`src/rtl/axi_lite_regfile_slave_if.sv`:
```
// AXI4-Lite bus bundle between the interconnect and the DMA register-file front-end.
interface axi_lite_regfile_slave_if #(
  parameter int DATA_WIDTH     = 32,
  parameter int AXI_ADDR_WIDTH = 10
);
  logic [AXI_ADDR_WIDTH-1:0] s_awaddr;
  logic                      s_awvalid;
  logic                      s_awready;
  logic [DATA_WIDTH-1:0]     s_wdata;
  logic [DATA_WIDTH/8-1:0]   s_wstrb;
  logic                      s_wvalid;
  logic                      s_wready;
  logic [1:0]                s_bresp;
  logic                      s_bvalid;
  logic                      s_bready;
  logic [AXI_ADDR_WIDTH-1:0] s_araddr;
  logic                      s_arvalid;
  logic                      s_arready;
  logic [DATA_WIDTH-1:0]     s_rdata;
  logic [1:0]                s_rresp;
  logic                      s_rvalid;
  logic                      s_rready;

  modport slave (
    input  s_awaddr, s_awvalid, s_wdata, s_wstrb, s_wvalid, s_bready,
    input  s_araddr, s_arvalid, s_rready,
    output s_awready, s_wready, s_bresp, s_bvalid,
    output s_arready, s_rdata, s_rresp, s_rvalid
  );

  modport master (
    output s_awaddr, s_awvalid, s_wdata, s_wstrb, s_wvalid, s_bready,
    output s_araddr, s_arvalid, s_rready,
    input  s_awready, s_wready, s_bresp, s_bvalid,
    input  s_arready, s_rdata, s_rresp, s_rvalid
  );
endinterface

```
`src/rtl/axi_lite_regfile_slave.sv`:
```
// AXI4-Lite slave that turns host reads/writes into single-cycle strobes on the
// DMA register file's slave port; read and write paths are independent FSMs.
module axi_lite_regfile_slave #(
  parameter int DATA_WIDTH     = 32,
  parameter int ADDR_WIDTH     = 8,
  parameter int AXI_ADDR_WIDTH = ADDR_WIDTH + 2
) (
  input  logic                  clk,
  input  logic                  reset,
  axi_lite_regfile_slave_if.slave bus,
  output logic                  rf_write_enable,
  output logic [DATA_WIDTH-1:0] rf_datain,
  output logic [ADDR_WIDTH-1:0] rf_writeAddr,
  input  logic                  rf_writeReady,
  output logic                  rf_read_enable,
  output logic [ADDR_WIDTH-1:0] rf_readAddr,
  input  logic [DATA_WIDTH-1:0] rf_dataout,
  input  logic                  rf_readReady
);

  typedef enum logic [1:0] {W_IDLE, W_ISSUE, W_RESP} w_state_t;
  typedef enum logic [1:0] {R_IDLE, R_ISSUE, R_CAPT, R_RESP} r_state_t;

  w_state_t w_state, w_next;
  r_state_t r_state, r_next;

  logic                      aw_captured, w_captured;
  logic [AXI_ADDR_WIDTH-1:0] awaddr_q, araddr_q;
  logic [DATA_WIDTH-1:0]     wdata_q, rdata_q;
  logic [DATA_WIDTH/8-1:0]   wstrb_q;
  logic [1:0]                rresp_q;
  logic                      aw_ready, w_ready, ar_ready;
  logic                      aw_hs, w_hs, b_hs, ar_hs;
  logic                      w_err, r_err;

  // Readies are gated by reset so nothing is offered while the block is held.
  assign aw_ready = (w_state == W_IDLE) && !aw_captured && !reset;
  assign w_ready  = (w_state == W_IDLE) && !w_captured && !reset;
  assign ar_ready = (r_state == R_IDLE) && !reset;

  assign aw_hs = bus.s_awvalid && aw_ready;
  assign w_hs  = bus.s_wvalid && w_ready;
  assign b_hs  = bus.s_bvalid && bus.s_bready;
  assign ar_hs = bus.s_arvalid && ar_ready;

  assign w_err = (awaddr_q[1:0] != 2'b00) || (wstrb_q != '1);
  assign r_err = (araddr_q[1:0] != 2'b00);

  assign bus.s_awready = aw_ready;
  assign bus.s_wready  = w_ready;
  assign bus.s_arready = ar_ready;
  assign bus.s_rdata   = rdata_q;
  assign bus.s_rresp   = rresp_q;

  assign rf_datain    = wdata_q;
  assign rf_writeAddr = awaddr_q[AXI_ADDR_WIDTH-1:2];
  assign rf_readAddr  = araddr_q[AXI_ADDR_WIDTH-1:2];

  always_ff @(posedge clk or posedge reset) begin
    if (reset) begin
      w_state     <= W_IDLE;
      aw_captured <= 1'b0;
      w_captured  <= 1'b0;
      awaddr_q    <= '0;
      wdata_q     <= '0;
      wstrb_q     <= '0;
    end else begin
      w_state <= w_next;
      if (aw_hs) begin
        aw_captured <= 1'b1;
        awaddr_q    <= bus.s_awaddr;
      end
      if (w_hs) begin
        w_captured <= 1'b1;
        wdata_q    <= bus.s_wdata;
        wstrb_q    <= bus.s_wstrb;
      end
      if (b_hs) begin
        aw_captured <= 1'b0;
        w_captured  <= 1'b0;
      end
    end
  end

  // Leaving IDLE on the edge that completes the AW/W pair keeps the strobe one cycle after it.
  always_comb begin
    w_next          = w_state;
    rf_write_enable = 1'b0;
    bus.s_bvalid    = 1'b0;
    bus.s_bresp     = 2'b00;
    case (w_state)
      W_IDLE: begin
        if ((aw_captured || aw_hs) && (w_captured || w_hs)) w_next = W_ISSUE;
      end
      W_ISSUE: begin
        if (rf_writeReady) begin
          rf_write_enable = !w_err;
          w_next          = W_RESP;
        end
      end
      W_RESP: begin
        bus.s_bvalid = 1'b1;
        bus.s_bresp  = w_err ? 2'b10 : 2'b00;
        if (bus.s_bready) w_next = W_IDLE;
      end
      default: w_next = W_IDLE;
    endcase
  end

  always_ff @(posedge clk or posedge reset) begin
    if (reset) begin
      r_state  <= R_IDLE;
      araddr_q <= '0;
      rdata_q  <= '0;
      rresp_q  <= 2'b00;
    end else begin
      r_state <= r_next;
      if (ar_hs) araddr_q <= bus.s_araddr;
      if (r_state == R_CAPT) begin
        rdata_q <= r_err ? '0 : rf_dataout;
        rresp_q <= r_err ? 2'b10 : 2'b00;
      end
    end
  end

  // R_CAPT exists because the register file returns data one cycle after the strobe.
  always_comb begin
    r_next         = r_state;
    rf_read_enable = 1'b0;
    bus.s_rvalid   = 1'b0;
    case (r_state)
      R_IDLE: begin
        if (ar_hs) r_next = R_ISSUE;
      end
      R_ISSUE: begin
        if (rf_readReady) begin
          rf_read_enable = !r_err;
          r_next         = R_CAPT;
        end
      end
      R_CAPT: r_next = R_RESP;
      R_RESP: begin
        bus.s_rvalid = 1'b1;
        if (bus.s_rready) r_next = R_IDLE;
      end
      default: r_next = R_IDLE;
    endcase
  end

endmodule

```
`src/flat_wrapper.sv`:
```
// flat-port wrapper written by rule: the top's interface ports become plain ports
module axi_lite_regfile_slave_flat 
#(
  parameter int DATA_WIDTH     = 32,
  parameter int ADDR_WIDTH     = 8,
  parameter int AXI_ADDR_WIDTH = ADDR_WIDTH + 2
)
  (clk, reset, rf_write_enable, rf_datain, rf_writeAddr, rf_writeReady, rf_read_enable, rf_readAddr, rf_dataout, rf_readReady, bus_s_awaddr, bus_s_awvalid, bus_s_wdata, bus_s_wstrb, bus_s_wvalid, bus_s_bready, bus_s_araddr, bus_s_arvalid, bus_s_rready, bus_s_awready, bus_s_wready, bus_s_bresp, bus_s_bvalid, bus_s_arready, bus_s_rdata, bus_s_rresp, bus_s_rvalid);
  axi_lite_regfile_slave_if #(.DATA_WIDTH(DATA_WIDTH), .AXI_ADDR_WIDTH(AXI_ADDR_WIDTH)) bus_i ();
  input  logic clk;
  input  logic reset;
  output logic rf_write_enable;
  output logic [DATA_WIDTH-1:0] rf_datain;
  output logic [ADDR_WIDTH-1:0] rf_writeAddr;
  input  logic rf_writeReady;
  output logic rf_read_enable;
  output logic [ADDR_WIDTH-1:0] rf_readAddr;
  input  logic [DATA_WIDTH-1:0] rf_dataout;
  input  logic rf_readReady;
  input wire logic [$bits(bus_i.s_awaddr)-1:0] bus_s_awaddr;
  input wire logic [$bits(bus_i.s_awvalid)-1:0] bus_s_awvalid;
  input wire logic [$bits(bus_i.s_wdata)-1:0] bus_s_wdata;
  input wire logic [$bits(bus_i.s_wstrb)-1:0] bus_s_wstrb;
  input wire logic [$bits(bus_i.s_wvalid)-1:0] bus_s_wvalid;
  input wire logic [$bits(bus_i.s_bready)-1:0] bus_s_bready;
  input wire logic [$bits(bus_i.s_araddr)-1:0] bus_s_araddr;
  input wire logic [$bits(bus_i.s_arvalid)-1:0] bus_s_arvalid;
  input wire logic [$bits(bus_i.s_rready)-1:0] bus_s_rready;
  output wire logic [$bits(bus_i.s_awready)-1:0] bus_s_awready;
  output wire logic [$bits(bus_i.s_wready)-1:0] bus_s_wready;
  output wire logic [$bits(bus_i.s_bresp)-1:0] bus_s_bresp;
  output wire logic [$bits(bus_i.s_bvalid)-1:0] bus_s_bvalid;
  output wire logic [$bits(bus_i.s_arready)-1:0] bus_s_arready;
  output wire logic [$bits(bus_i.s_rdata)-1:0] bus_s_rdata;
  output wire logic [$bits(bus_i.s_rresp)-1:0] bus_s_rresp;
  output wire logic [$bits(bus_i.s_rvalid)-1:0] bus_s_rvalid;
  assign bus_i.s_awaddr = bus_s_awaddr;
  assign bus_i.s_awvalid = bus_s_awvalid;
  assign bus_i.s_wdata = bus_s_wdata;
  assign bus_i.s_wstrb = bus_s_wstrb;
  assign bus_i.s_wvalid = bus_s_wvalid;
  assign bus_i.s_bready = bus_s_bready;
  assign bus_i.s_araddr = bus_s_araddr;
  assign bus_i.s_arvalid = bus_s_arvalid;
  assign bus_i.s_rready = bus_s_rready;
  assign bus_s_awready = bus_i.s_awready;
  assign bus_s_wready = bus_i.s_wready;
  assign bus_s_bresp = bus_i.s_bresp;
  assign bus_s_bvalid = bus_i.s_bvalid;
  assign bus_s_arready = bus_i.s_arready;
  assign bus_s_rdata = bus_i.s_rdata;
  assign bus_s_rresp = bus_i.s_rresp;
  assign bus_s_rvalid = bus_i.s_rvalid;
  axi_lite_regfile_slave #(.DATA_WIDTH(DATA_WIDTH), .ADDR_WIDTH(ADDR_WIDTH), .AXI_ADDR_WIDTH(AXI_ADDR_WIDTH)) u_core (.clk(clk), .reset(reset), .bus(bus_i), .rf_write_enable(rf_write_enable), .rf_datain(rf_datain), .rf_writeAddr(rf_writeAddr), .rf_writeReady(rf_writeReady), .rf_read_enable(rf_read_enable), .rf_readAddr(rf_readAddr), .rf_dataout(rf_dataout), .rf_readReady(rf_readReady));
endmodule
```
`config.mk`:
```
export PLATFORM = sky130hd
export DESIGN_NAME = axi_lite_regfile_slave_flat
export DESIGN_NICKNAME = d
export VERILOG_FILES = /design/src/rtl/axi_lite_regfile_slave_if.sv /design/src/rtl/axi_lite_regfile_slave.sv /design/src/flat_wrapper.sv
export SDC_FILE = /design/constraint.sdc
export NUM_CORES = 1
export LEC_CHECK = 0
export BUFFER_PORTS_ARGS = -buffer_cell sky130_fd_sc_hd__buf_4
export CAP_MARGIN = 20
export CELL_PAD_IN_SITES_DETAIL_PLACEMENT = 0
export CELL_PAD_IN_SITES_GLOBAL_PLACEMENT = 1
export CORE_ASPECT_RATIO = 0.8
export CORE_UTILIZATION = 35
export CTS_CLUSTER_SIZE = 10
export DETAILED_ROUTE_END_ITERATION = 7
export PLACE_DENSITY = 0.79
export RECOVER_POWER = 25
export SLEW_MARGIN = 0
export SYNTH_ARGS = -nofsm -noshare
export SYNTH_HDL_FRONTEND = slang
export SYNTH_SLANG_ARGS = --single-unit
```
`constraint.sdc`:
```
create_clock -name clk -period 4 [get_ports clk]
set_clock_uncertainty 0.15 [all_clocks]
set_input_delay 0.6 -clock clk [delete_from_list [all_inputs] [get_ports clk]]
set_output_delay 0.6 -clock clk [all_outputs]
set_load 0.01 [all_outputs]
```
---- Word-level counts from Yosys, hierarchy flattened ----
Index checks and enable logic that the tools add are counted.
storage, ports and cells
  word-level logic and storage cells ...... 70
  bits in writable memories ............... 0
  ROM bits ................................ 0
  register bits after elaboration ......... 96
  memories kept ........................... 0
  bits in latches ......................... 0
operators by class
  bitwise logic cells ..................... 0
  divide/modulo/power cells ............... 0
  add/sub/neg operators ................... 0
  multiply operators ...................... 0
  shifts and indexed selects .............. 0
  order comparisons ....................... 0
  equal/unequal tests ..................... 12
  reductions and logical operators ........ 26
  muxes and demuxes ....................... 22
operators with widths
  operator                                        count
  2-to-1 mux 32 bit                               1
  2-to-1 mux 2 bit                                9
  logical AND 1 bit                               10
  2-to-1 mux 1 bit                                10
  != test 2 bit (second input constant)           5
  one-hot mux 2 bit (4 select lines)              1
  nonzero test 2 bit                              4
  == test 2 bit (second input constant)           3
  one-hot mux 2 bit (3 select lines)              1
  AND reduction 3 bit                             2
  logical NOT 1 bit                               5
  == test 2 x 1 -> 1 bit (second input constant)  2
  logical NOT 2 bit                               2
  != test 4 bit (second input constant)           1
  logical OR 1 bit                                3
  != test 2 x 1 -> 1 bit (second input constant)  1

---- Logic depth before layout (Yosys ltp) ----
  word-level depth ........................ 8
  mapped depth ............................ 6
  depth with buffers taken out ............ 5

---- Worst setup path after synthesis ----
No wires, ideal clock.
  path type ............................... in2reg
  start point ............................. in reset
  end point ............................... reg u_core.w_state[0]
  arrival ................................. 3.010 ns
  setup slack ............................. 0.729 ns
  buffers on the path ..................... 0
  cell stages on the path ................. 3
  path through ............................ inv_1 -> a21oi_1 -> o41ai_1
on the way
  longest elaborated chain between the ends .. 7
  elaborated cells on any way between the ends .. 10
  those cells by class .................... 1 x eq/ne; 9 x reduce/logical
ends and longest elaborated chain
  element                                      RTL line                                                    source
  start, declared                              flat_wrapper.sv:11                                          input logic reset;
  logical NOT 1 bit (*)                        axi_lite_regfile_slave.sv:37, axi_lite_regfile_slave.sv:38
  logical AND 1 bit, on equally long branches  axi_lite_regfile_slave.sv:37, axi_lite_regfile_slave.sv:38
  logical AND 1 bit, on equally long branches  axi_lite_regfile_slave.sv:41, axi_lite_regfile_slave.sv:42
  logical OR 1 bit                             axi_lite_regfile_slave.sv:93                                if ((aw_captured || aw_hs) && (w_captured || w_hs)) w_next = W_ISSUE;
  logical AND 1 bit (*)                        axi_lite_regfile_slave.sv:93
  != test 2 bit (no line) (*)                  n/a
  AND reduction 3 bit (no line) (*)            n/a
  end signal, assigned                         axi_lite_regfile_slave.sv:68                                w_state <= w_next;
  end, declared                                axi_lite_regfile_slave.sv:24                                w_state_t w_state, w_next;
Mark *: on every way between the ends. The rest lies on a longest branch, timed or not.
A chain may end at the register's enable or synchronous reset.

---- Worst setup path after layout ----
  start point ............................. reg u_core.awaddr_q[1]
  end point ............................... out rf_write_enable
on the way
  longest elaborated chain between the ends .. 5
ends and longest elaborated chain
  element                 RTL line                      source
  start, declared         axi_lite_regfile_slave.sv:28  logic [AXI_ADDR_WIDTH-1:0] awaddr_q, araddr_q;
  start signal, assigned  axi_lite_regfile_slave.sv:71  awaddr_q <= bus.s_awaddr;
  nonzero test 2 bit      axi_lite_regfile_slave.sv:46  assign w_err = (awaddr_q[1:0] != 2'b00) || (wstrb_q != '1);
  logical OR 1 bit        axi_lite_regfile_slave.sv:46
  logical NOT 1 bit       axi_lite_regfile_slave.sv:97  rf_write_enable = !w_err;
  2-to-1 mux 1 bit        axi_lite_regfile_slave.sv:96  if (rf_writeReady) begin
  2-to-1 mux 1 bit        axi_lite_regfile_slave.sv:91  case (w_state)
  end, declared           flat_wrapper.sv:12            output logic rf_write_enable;
No other way between the ends.

==> results.json <==
{
  "status": "completed",
  "netlist_instances": 317,
  "globalRouteMet2Util_pct": 24.9,
  "nFillCells": 996,
  "tightest_slew_ns": 0.649,
  "numCtsBuffers": 9,
  "port_buffers": 185,
  "drc": 0,
  "drive_gt1_share_pct": 49.9,
  "crit_fanout": 2,
  "fin_crit_sh_pct": 56.4,
  "max_stage_delay_ns": 0.40,
  "hp-class": "in -> reg",
  "p_per_area_nw_per_um2": 714,
  "seq_area_frac_synth_pct": 59.1,
  "clock_sinks": 95,
  "post_cts_buffers": 0,
  "antenna_found_initial": 0,
  "coreArea_sq_um": 11000,
  "globalRoute.totalOverflow": 0,
  "holdBufCountCts": 0,
  "worstPathRequired_ns": 3.25,
  "sw_frac_of_total_pct": 31.6,
  "arrival_ns": 1.51,
  "num_vias": 2828,
  "critPathLaunchType": "flop",
  "pwr-share-seq_pct": 40.2,
  "internal-power_mw": 2.78,
  "wl_per_cell_um": 14.2,
  "track_usage_pct": 15.4,
  "hpwlAfterDp_mm": 6.81,
  "syn_area_sq_um": 4020,
  "cts_max_path_buffers": 2,
  "cpMaxStageDelayCell": "dfrtp_1",
  "clkTransAtPathRegs_ns": 0.07,
  "ant_nets": 0,
  "die_area_sq_um": 11900,
  "final_core_util_pct": 51.7,
  "insertion_delay_ns": 0.34,
  "start_util_pct": 36.5,
  "grt_pass1_vias": 2936,
  "slew_headroom_pct": 56.8,
  "hold_viol": 0,
  "fmax_mhz": 443,
  "via_per_inst": 4.43,
  "die_h_um": 97.9,
  "final-max-slew-violation-count": 0,
  "leakage_nw": 2.87,
  "antennaDiodeCount": 0,
  "path_cells": "nor4bb_1 > nand3_1 > nor2_1 > buf_4",
  "grt_use_met3_pct": 6.95,
  "synth.avg_cell_area_sq_um": 12.7,
  "grt_pass1_wl_mm": 14.2,
  "post-route-min-period_ns": 2.26,
  "cts_tree": "done",
  "final_cell_mix": "buf_4 (167), dfrtp_1 (95), inv_1 (37)",
  "gp_congestion": 0.736,
  "finalSetupTns_ns": 0,
  "yosysWarnings": 0,
  "yosysUniqueCellTypes": 29,
  "wl_mm": 9.05,
  "nets": 592,
  "p_clk_share_pct": 21.5,
  "ys_ff_latch": 95,
  "cts_root_buf": "clkbuf_16",
  "placementRows": 34,
  "top_usage_layer": "met2",
  "gr-usage-met1_pct": 18.0,
  "end_kind": "primary output",
  "switching_power_mw": 1.29,
  "die-width_um": 122,
  "ioPinCount": 188,
  "syn2layout_area_growth_pct": 41.4,
  "h-tree-depth": 3,
  "firstDrtPassIters": 4,
  "crit_type": "reg -> out",
  "combPwrFrac_pct": 38.3,
  "grt_max_degree": 50,
  "final_common_cell": "buf_4",
  "first_iter_violations": 109,
  "ir_drop_v": 0.000402,
  "setup_viol": 0,
  "cts_resized": 0,
  "rsz0062_at_grt": "false",
  "drv_cap": 0
}
==> cells in the mapped netlist, drive strengths merged <==
master | instances | area share, %
a21oi | 5 | 0.62
clkbuf | 6 | 0.56
o41ai | 1 | 0.22
buf | 21 | 4.2
nand3 | 1 | 0.12
nor3 | 2 | 0.25
nand3b | 1 | 0.19
mux2 | 57 | 19
a222oi | 1 | 0.25
nand2 | 36 | 3.6
nor2 | 4 | 0.37
nor3b | 1 | 0.31
nor2b | 1 | 0.16
o21ai | 33 | 4.1
a31oi | 1 | 0.16
dfrtp | 95 | 59
inv | 38 | 3.5
or3b | 1 | 0.22
nor4 | 2 | 0.84
mux2i | 1 | 0.25
nand2b | 2 | 0.31
nor4bb | 1 | 0.25
conb | 1 | 0.093
ha | 5 | 1.6
==> worst max-delay path: cells and delay by family (launching register included) <==
family	cells	cell delay [ns]
simple gates	3	0.65
flops	1	0.40
buf+inv	1	0.13
==> metal layers <==
metal / vias to the layer above / wire length [um]
met5: - / 0
met1: 1333 / 3790
met3: 9 / 1020
li1: 1357 / -
met2: 129 / 4130
met4: 0 / 112
==> path summary, 6_finish.rpt <==
kind / from / endpoint / slack [ns] / depth (start not counted)
setup / recovery: u_core.awaddr_q[1]$_DFFE_PP0P_ / rf_write_enable / 1.74 / 4
hold / removal: bus_s_bready / u_core.aw_captured$_DFFE_PP0P_ / 0.29 / 2
setup reg to reg: u_core.w_state[0]$_DFFE_PP0P_ / u_core.rf_datain[3]$_DFFE_PP0P_ / 2.01 / 3
hold reg to reg: u_core.awaddr_q[2]$_DFFE_PP0P_ / u_core.awaddr_q[2]$_DFFE_PP0P_ / 0.36 / 1
max in group asynchronous: reset / u_core.r_state[0]$_DFFE_PP0P_ / 2.31 / 3
min in group asynchronous: reset / u_core.aw_captured$_DFFE_PP0P_ / 0.32 / 2
==> stage by stage <==
stage	instance area, sq um	power (mW)	hold WS, ns	worst slack, ns	cells
4_1_cts	5770	4.19	0.246	1.75	639
3_5_place_dp	5460	3.30	0.344	1.81	623
3_3_place_gp	5430	3.23	0.337	1.85	622
6_report	5690	4.07	0.294	1.74	639
2_1_floorplan	4030	2.58	0.322	0.729	318
5_1_grt	5690	4.33	0.288	1.62	639
==> final cells by class <==
type	count	area [sq um]	share of cell area, %
multi-input cells	158	1320	23.2
inverters	38	145	2.55
clock buffers	12	256	4.51
clock inverters	4	53.8	0.945
well taps	144	180	3.17
flip-flops and latches	95	2380	41.8
repair buffers	188	1360	23.8
==> sequential cells by signal, indices dropped and copies added (netlist names) <==
name	count
u_core.bus.s_rdata	32
u_core.w_captured	1
u_core.bus.s_rresp	1
u_core.w_state	2
u_core.wstrb_q	4
u_core.araddr_q	10
u_core.r_state	2
u_core.awaddr_q	10
u_core.rf_datain	32
u_core.aw_captured	1
==> cell families (layout without fill, tap and decap cells) <==
logic type | Yosys count | count (layout) | share of synthesized area (%)
flops | 95 | 95 | 59.1
simple gates | 52 | 52 | 6.62
other cells | 1 | 2 | 0.0932
mux | 58 | 58 | 19.0
buf+inv | 65 | 242 | 8.30
compound gates | 41 | 41 | 5.35
fa+ha+maj | 5 | 5 | 1.55
==> power groups by stage <==
stage | sequential [mW] | clock [mW] | combinational (mW)
floorplan | 1.70 | 0 | 0.872
global placement | 1.64 | 0 | 1.59
detailed placement | 1.64 | 0 | 1.65
CTS | 1.64 | 0.901 | 1.65
global route | 1.69 | 0.941 | 1.70
finish | 1.63 | 0.874 | 1.56
Note: power is estimated with default switching activity, not from simulation.
